--- config.mk ---
export PLATFORM = sky130hd
export DESIGN_NAME = vga_capture8
export DESIGN_NICKNAME = d
export VERILOG_FILES = /design/src/rtl/vga_capture8_pkg.sv /design/src/rtl/vga_sync_edge.sv /design/src/rtl/vga_capture8.sv
export SDC_FILE = /design/constraint.sdc
export NUM_CORES = 1
export LEC_CHECK = 0
export CAP_MARGIN = 20
export CORE_ASPECT_RATIO = 1.75
export CORE_MARGIN = 2
export CORE_UTILIZATION = 45
export CTS_BUF_LIST = sky130_fd_sc_hd__clkbuf_4
export DETAILED_ROUTE_END_ITERATION = 16
export PLACE_DENSITY = 0.75
export SYNTH_ARGS = -nofsm -noshare
export SYNTH_HDL_FRONTEND = slang
export SYNTH_SLANG_ARGS = --single-unit
--- constraint.sdc ---
create_clock -name vga_clk -period 2.9 [get_ports vga_clk]
set_input_delay 0.58 -clock vga_clk [delete_from_list [all_inputs] [get_ports vga_clk]]
set_output_delay 0.58 -clock vga_clk [all_outputs]
set_load 0.01 [all_outputs]
--- src/rtl/vga_capture8_pkg.sv ---
// Shared VGA 640x480@60 timing defaults, lock FSM state type and window helper.
// Used by the capture block and by any timing generator that must agree with it.
package vga_capture8_pkg;

    localparam int VGA_H_TOTAL  = 800;
    localparam int VGA_V_TOTAL  = 525;
    localparam int VGA_H_START  = 48;
    localparam int VGA_V_START  = 33;
    localparam int VGA_H_ACTIVE = 640;
    localparam int VGA_V_ACTIVE = 480;

    typedef enum logic [1:0] {
        ST_UNLOCKED = 2'd0,
        ST_ARMED    = 2'd1,
        ST_LOCKED   = 2'd2
    } lock_state_t;

    function automatic logic in_window(input logic [9:0] cnt, input int start, input int len);
        return ({1'b0, cnt} >= 11'(start)) && ({1'b0, cnt} < 11'(start + len));
    endfunction

endpackage

--- src/rtl/vga_sync_edge.sv ---
// Registers one sync input and flags its low-to-high transition.
// The register resets high so a sync held high through reset is not seen as a rise.
module vga_sync_edge (
    input  logic clk,
    input  logic rst_n,
    input  logic sync,
    output logic rise
);

    logic sync_q;

    always_ff @(posedge clk or negedge rst_n) begin
        if (!rst_n) begin
            sync_q <= 1'b1;
        end else begin
            sync_q <= sync;
        end
    end

    assign rise = sync & ~sync_q;

endmodule

--- src/rtl/vga_capture8.sv ---
// VGA frame grabber: measures hs/vs timing, locks after one clean frame and
// writes each active pixel of an enabled frame to an external RAM port.
module vga_capture8
    import vga_capture8_pkg::*;
#(
    parameter int H_TOTAL  = VGA_H_TOTAL,
    parameter int V_TOTAL  = VGA_V_TOTAL,
    parameter int H_START  = VGA_H_START,
    parameter int V_START  = VGA_V_START,
    parameter int H_ACTIVE = VGA_H_ACTIVE,
    parameter int V_ACTIVE = VGA_V_ACTIVE
) (
    input  logic        vga_clk,
    input  logic        clrn,
    input  logic        hs,
    input  logic        vs,
    input  logic [7:0]  r,
    input  logic [7:0]  g,
    input  logic [7:0]  b,
    input  logic        cap_en,
    output logic        wrn,
    output logic [8:0]  wr_row,
    output logic [9:0]  wr_col,
    output logic [23:0] wr_data,
    output logic        frame_done,
    output logic        locked,
    output logic        err
);

    // state     | meaning
    // UNLOCKED  | timing unknown or just broken; wait for a vs rise
    // ARMED     | measuring one full frame; any mismatch drops back
    // LOCKED    | timing trusted; capture per frame follows cap_en

    lock_state_t state, state_next;
    logic        hs_rise, vs_rise;
    logic [9:0]  h_cnt, v_cnt;
    logic        h_bad, v_bad, mismatch;
    logic        capture, capture_next;
    logic        pix_active, wr_en;

    vga_sync_edge u_hs_edge (.clk(vga_clk), .rst_n(clrn), .sync(hs), .rise(hs_rise));
    vga_sync_edge u_vs_edge (.clk(vga_clk), .rst_n(clrn), .sync(vs), .rise(vs_rise));

    // vs reload has priority so a coincident hs rise leaves v_cnt at 0
    always_ff @(posedge vga_clk or negedge clrn) begin
        if (!clrn) begin
            h_cnt <= '0;
            v_cnt <= '0;
        end else begin
            if (hs_rise) begin
                h_cnt <= '0;
            end else if (h_cnt != 10'h3FF) begin
                h_cnt <= h_cnt + 10'd1;
            end
            if (vs_rise) begin
                v_cnt <= '0;
            end else if (hs_rise && (v_cnt != 10'h3FF)) begin
                v_cnt <= v_cnt + 10'd1;
            end
        end
    end

    assign h_bad      = hs_rise && (({1'b0, h_cnt} + 11'd1) != 11'(H_TOTAL));
    assign v_bad      = vs_rise && (({1'b0, v_cnt} + 11'd1) != 11'(V_TOTAL));
    assign mismatch   = h_bad || v_bad;
    assign pix_active = in_window(v_cnt, V_START, V_ACTIVE) && in_window(h_cnt, H_START, H_ACTIVE);

    always_comb begin
        state_next   = state;
        capture_next = capture;
        wr_en        = 1'b0;
        case (state)
            ST_UNLOCKED: if (vs_rise) state_next = ST_ARMED;
            ST_ARMED: begin
                if (mismatch) begin
                    state_next = ST_UNLOCKED;
                end else if (vs_rise) begin
                    state_next = ST_LOCKED;
                end
            end
            ST_LOCKED:   if (mismatch) state_next = ST_UNLOCKED;
            default:     state_next = ST_UNLOCKED;
        endcase
        if (state_next != ST_LOCKED) begin
            capture_next = 1'b0;
        end else if (vs_rise) begin
            capture_next = cap_en;
        end
        wr_en = capture && pix_active && !mismatch;
    end

    always_ff @(posedge vga_clk or negedge clrn) begin
        if (!clrn) begin
            state   <= ST_UNLOCKED;
            capture <= 1'b0;
            err     <= 1'b0;
        end else begin
            state   <= state_next;
            capture <= capture_next;
            err     <= err | ((state == ST_LOCKED) && mismatch);
        end
    end

    // frame_done fires on the edge after the bottom-right pixel's write strobe
    always_ff @(posedge vga_clk or negedge clrn) begin
        if (!clrn) begin
            wrn        <= 1'b1;
            wr_row     <= '0;
            wr_col     <= '0;
            wr_data    <= '0;
            frame_done <= 1'b0;
        end else begin
            wrn        <= ~wr_en;
            frame_done <= ~wrn && (wr_row == 9'(V_ACTIVE - 1)) && (wr_col == 10'(H_ACTIVE - 1));
            if (wr_en) begin
                wr_row  <= 9'(v_cnt - 10'(V_START));
                wr_col  <= h_cnt - 10'(H_START);
                wr_data <= {r, g, b};
            end
        end
    end

    assign locked = (state == ST_LOCKED);

endmodule

Word-level counts from Yosys, hierarchy flattened --
Index checks and enable logic that the tools add are counted.
Storage, ports and cells: word-level logic and storage cells 66, input port bits 29, register bits 71, output and inout bits 47
Cells by class: order comparisons 4, bitwise logic cells 7, reductions and logical operators 17, muxes and demuxes 11, equality and inequality tests 9, $add $sub $neg 6
Operator list (number):
- $mux W10 | 4
- $add A10 B1 Y11 const B | 2
- $ne A11 B10 Y1 const B | 2
- $add A10 B1 Y10 const B | 2
- $ge A10 B6 Y1 const B | 2
- $lt A10 B10 Y1 const B | 2
- $ne A10 B10 Y1 const B | 2
- $logic_and A1 B1 Y1 | 11
- $eq A10 B10 Y1 const B | 1
- $sub A10 B6 Y10 const B | 1
- $eq A9 B9 Y1 const B | 1
- $sub A9 B6 Y9 const B | 1
- $mux W2 | 4
- $pmux W2 S3 | 1
- $reduce_bool A2 Y1 | 3
- $not A1 Y1 | 4
- $and A1 B1 Y1 | 2
- $eq A2 B1 Y1 const B | 1
- $eq A2 B2 Y1 const B | 1
- $logic_not A2 Y1 | 1
- $mux W1 | 2
- $ne A2 B2 Y1 const B | 1
- $logic_not A1 Y1 | 1
- $logic_or A1 B1 Y1 | 1
- $or A1 B1 Y1 | 1

Depth between registers and ports, before layout --
depth in word-level cells 8, mapped depth 9

Cells and area by module --
From an unflattened synthesis, not the netlist that was laid out.
Second synthesis, totals: cells, all modules 309, area, all modules 3676.0 µm²
By module, submodules not included:
- vga_capture8 | area each 3595.9 µm², cells each 305, times used 1
- vga_sync_edge | area each 40.0 µm², cells each 2, times used 2

Worst setup path after synthesis --
OpenSTA, ideal clock, no wires.
kind reg-to-reg, start register v_cnt[0], end register wr_row[0], buffers on the path 1, arrival 2610 ps, library setup time 125 ps, cell stages (with the launch flop) 9, setup slack 166 ps, path through dfrtp_1 -> inv_1 -> ha_1 -> or4b_2 -> o21ai_0 -> o2111ai_1 -> a211oi_4 -> buf_6 -> mux2_2
On the way: longest elaborated chain between the ends 6
RTL lines:
- start, declared | RTL line vga_capture8.sv:37 | logic [9:0] h_cnt, v_cnt;
- start signal, assigned | RTL line vga_capture8.sv:59 | v_cnt <= v_cnt + 10'd1;
- $add A10 B1 Y11 | RTL line vga_capture8.sv:65 | assign v_bad = vs_rise && (({1'b0, v_cnt} + 11'd1) != 11'(V_TOTAL));
- $ne A11 B10 Y1 | RTL line vga_capture8.sv:65
- $logic_and A1 B1 Y1 | RTL line vga_capture8.sv:65
- $logic_or A1 B1 Y1 | RTL line vga_capture8.sv:66 | assign mismatch = h_bad || v_bad;
- $logic_not A1 Y1 | RTL line vga_capture8.sv:90 | wr_en = capture && pix_active && !mismatch;
- $logic_and A1 B1 Y1 | RTL line vga_capture8.sv:90
- end signal, assigned | RTL line vga_capture8.sv:117 | wr_row <= 9'(v_cnt - 10'(V_START));
- end, declared | RTL line vga_capture8.sv:22 | output logic [8:0] wr_row,
Several ways; a longest one is shown, not always the timed one. A chain may end at the register's enable or synchronous reset.

Worst setup path after layout --
start register h_cnt[5], end register wr_data[2]
On the way: longest elaborated chain between the ends 6
RTL lines:
- start, declared | RTL line vga_capture8.sv:37
- start signal, assigned | RTL line vga_capture8.sv:54 | h_cnt <= h_cnt + 10'd1;
- $add A10 B1 Y11 | RTL line vga_capture8.sv:64 | assign h_bad = hs_rise && (({1'b0, h_cnt} + 11'd1) != 11'(H_TOTAL));
- $ne A11 B10 Y1 | RTL line vga_capture8.sv:64
- $logic_and A1 B1 Y1 | RTL line vga_capture8.sv:64
- $logic_or A1 B1 Y1 | RTL line vga_capture8.sv:66
- $logic_not A1 Y1 | RTL line vga_capture8.sv:90
- $logic_and A1 B1 Y1 * | RTL line vga_capture8.sv:90
- end signal, assigned | RTL line vga_capture8.sv:119 | wr_data <= {r, g, b};
- end, declared | RTL line vga_capture8.sv:24 | output logic [23:0] wr_data,
Every way passes the cells marked *; elsewhere a longest branch is shown, timed or not.

==> results.md <==
- Buffers on Ports: 75
- Vias in the first global route: 2705
- Final worst hold slack: 104.3 ps
- List of cells traversed by the critical path: ha_1, nand4_1, nand2_1, o31a_2, o41a_1, a211oi_4, clkbuf_16, buf_4, mux2_2
- Multi-input gate area: 0.001588 mm2
- Post-route insts no fill: 498
- Global routing met3 resource utilization: 0.04167
- Residual antenna-violating net count after detailed routing: 0
- Share of post-route cells with drive strength above 1: 0.2225
- Static leakage: 0.001981 uW
- Final worst-path cycle share: 0.9546
- Crit Reg-Reg Startpoint: h_cnt[5]$_DFFE_PN0P_
- Post-route clock skew: 14.81 ps
- WS Path Type: reg2reg
- Total power divided by cell area: 449.3 mW/mm2
- Clk root buf: sky130_fd_sc_hd__clkbuf_4
- Fraction of registers with async set/reset: 1.000
- Final global-route overflow total: 0
- Die Ht: 120.7 um
- FF-to-FF path depth: 9
- Clock tree from TritonCTS: yes
- Routed vias: 2670
- GRT met2 Usage: 0.3320
- Clk Latency, worst-skew pair: 410 ps
- Final period demand of the worst path: 2768 ps
- Number of rows created at floorplan: 42
- Number of standard cells after synthesis: 315
- Starting density of the core: 0.4626
- Predominant post-synthesis flop cell: sky130_fd_sc_hd__dfrtp_1
- Sequential element share of the synthesized area: 0.5086
- Wirelength, routed: 7.843 mm
- Filler cell count: 665
- Wirelength per Cell: 15.75 um
- Data arrival at the endpoint of the critical path: 3080 ps
- Die Outline Area: 0.008529 mm2
- Area growth from synthesis to layout: 31.63%
- Final setup viols: 0
- Maximum achievable frequency: 0.3612 GHz
- Area taken by flip-flops and latches: 0.001780 mm2
- First-pass GRT wire length: 12.80 mm
- Utilization after layout: 0.6090
- Path category of the worst min-delay check: in2async
- Most used standard cells in the synthesized netlist: sky130_fd_sc_hd__dfrtp_1, sky130_fd_sc_hd__mux2_2, sky130_fd_sc_hd__nor2_1, sky130_fd_sc_hd__nand2_1, sky130_fd_sc_hd__xor2_1
- Relative slew slack: 0.6821
- Area of the core: 0.007567 mm2
- Number of buffers inserted during clock tree synthesis: 9
- Cell taking the most area after synthesis: sky130_fd_sc_hd__dfrtp_1
- Critical-path cell with the highest stage delay: sky130_fd_sc_hd__o41a_1
- Count of yosys warnings during synthesis: 0
- Unique cell type count in the Yosys netlist: 50
- Number of ports placed on the die boundary: 76
- Synthesized flop and latch total: 71
- Count of final max-slew check failures: 0
- Finished Cell Area: 0.004608 mm2
- Slew @ Worst Pin: 476.9 ps
- Total nets after synthesis: 350
- Count of H-tree levels built during CTS: 3
- Top cells by area in the synthesized netlist: sky130_fd_sc_hd__dfrtp_1, sky130_fd_sc_hd__mux2_2, sky130_fd_sc_hd__xor2_1
- Horiz. Die Dim: 70.68 um
- Most common cell in the synthesized netlist: sky130_fd_sc_hd__dfrtp_1
- Highest-utilization routing layer at the global route stage: met2
- Clock sinks: 71
- First-iteration detailed-routing DRC count: 150
- CTS clock-pin slew for the worst setup and hold paths: 120 ps
- Layout net count: 439
- Met1 usage: 0.2124
- HPWL after DPL: 5.516 mm
- Cts hold-fix bufs: 0
- Type of origin of the critical path: flop
- Result of the run: completed
- Endpoint of the most critical register-to-register path: wr_data[2]$_DFFE_PN0P_
- Worst supply voltage drop on vdd: 0.2666 mV
- Endpoints failing hold: 0
- Top fanout value on the critical path: 8
- Number of antenna violations at the first check in global routing: 1
- Area share of the largest cell type after synthesis: 0.4861
- Slack of the worst reg-to-reg path: 130 ps
- GR Util All Layers: 0.1894
- Vias per cell: 5.361
- Placer congestion estimate: 0.8076
- Maximum root-to-sink buffer count: 2
- Placed Instance Area: 0.004383 mm2
- Highest cell delay on the worst timing path: 430 ps
- First-pass DRT Iterations: 4
- Number of enable-type register cells in the synthesized netlist: 0
- Pin count of the biggest net entering global routing: 53
- Number of maximum-capacitance constraint violations: 0
- Number of remaining DRC errors: 0
- Required time reported for the critical path endpoint: 3210 ps
- Area of the mapped netlist: 0.003501 mm2
- Post-Place Cells: 474
- Mean instance size in the synthesized netlist: 11.11 um2
- Type of destination of the critical path: flop
## cells in the final DEF, fill, tap and decap left out, types with 12 or more instances in the layout
cell	netlist	layout
sky130_fd_sc_hd__o21ai_0	13	12
sky130_fd_sc_hd__inv_1	12	12
sky130_fd_sc_hd__a21oi_1	13	13
sky130_fd_sc_hd__dfrtp_1	68	68
sky130_fd_sc_hd__clkdlybuf4s50_1	0	74
sky130_fd_sc_hd__xor2_1	14	14
sky130_fd_sc_hd__nor2_1	26	26
sky130_fd_sc_hd__mux2_2	41	41
sky130_fd_sc_hd__buf_4	1	17
sky130_fd_sc_hd__nand2_1	19	19
## registers in the layout, summed over array words and instances (netlist names)
register	flops
wr_data	24
wrn	1
u_vs_edge.sync_q	1
h_cnt	10
state	2
wr_col	10
v_cnt	10
wr_row	9
capture	1
u_hs_edge.sync_q	1
err	1
frame_done	1
## power by group
part | leakage (uW) | switching, uW | internal (uW)
Clock | 0.0000804 | 343 | 277
Sequential | 0.000904 | 58.3 | 1050
Combinational | 0.000997 | 164 | 183
## kinds of logic (layout without fill, tap and decap cells)
kind of cell,count (synthesis),count (layout),share of synthesized area
buffers and inverters,30,124,0.04253
AND/OR/NAND/NOR,98,98,0.1465
AO/OA/AOI/OAI,39,39,0.07184
adder cells (fa/ha/maj),6,6,0.02144
multiplexers,46,46,0.1465
flip-flops,71,71,0.5086
XOR/XNOR,25,25,0.06254
other,0,1,0
## layout make-up
type | count | area share
Timing Repair Buffer | 96 | 0.2061
Multi-Input combinational cell | 214 | 0.3446
Clock inverter | 5 | 0.01086
Tap cell | 88 | 0.02389
Inverter | 12 | 0.009775
Clock buffer | 11 | 0.01792
Antenna cell | 1 | 0.0005430
Sequential cell | 71 | 0.3864
## through the flow
stage / power (uW) / TNS (ps) / setup WS [ps]
final: 2071 / 0 / 131.7
after global routing: 2185 / -159.2 / -28.83
after CTS: 2083 / 0 / 113.5
after detailed placement: 1463 / 0 / 132.3
after global placement: 1448 / 0 / 213.7
after floorplan: 1276 / 0 / 165.7
## worst max-delay path by stage
stage                              end            startpoint  depth (start not counted)
2_1_floorplan    wr_row[0]$_DFFE_PN0P_  v_cnt[0]$_DFFE_PN0P_                          8
3_3_place_gp   wr_data[18]$_DFFE_PN0P_  v_cnt[1]$_DFFE_PN0P_                          8
3_5_place_dp     wr_col[0]$_DFFE_PN0P_  v_cnt[1]$_DFFE_PN0P_                          8
4_1_cts          wr_col[0]$_DFFE_PN0P_  v_cnt[1]$_DFFE_PN0P_                          8
5_1_grt          wr_row[4]$_DFFE_PN0P_  v_cnt[0]$_DFFE_PN0P_                          9
6_report        wr_data[2]$_DFFE_PN0P_  h_cnt[5]$_DFFE_PN0P_                          9
## metal layers
| layer | vias to the layer above | part of all wire |
|---|---|---|
| met5 | - | 0 |
| met3 | 16 | 0.036 |
| li1 | 1276 | - |
| met4 | 0 | 0.027 |
| met1 | 1309 | 0.38 |
| met2 | 69 | 0.56 |
## critical path: cells and delay by family, from the launching register on
family | cells | cell delay [ps]
AOI/OAI and AO/OA | 3 | 1040
adders and majority gates | 1 | 240
buffers and inverters | 2 | 370
DFF | 1 | 420
muxes | 1 | 350
and+or+nand+nor | 2 | 260
## what timing repair did
item,CTS,global route
gates resized for setup,0,7
setup endpoints to repair,0,40
setup buffers,0,6
Note: power is estimated with default switching activity, not from simulation.
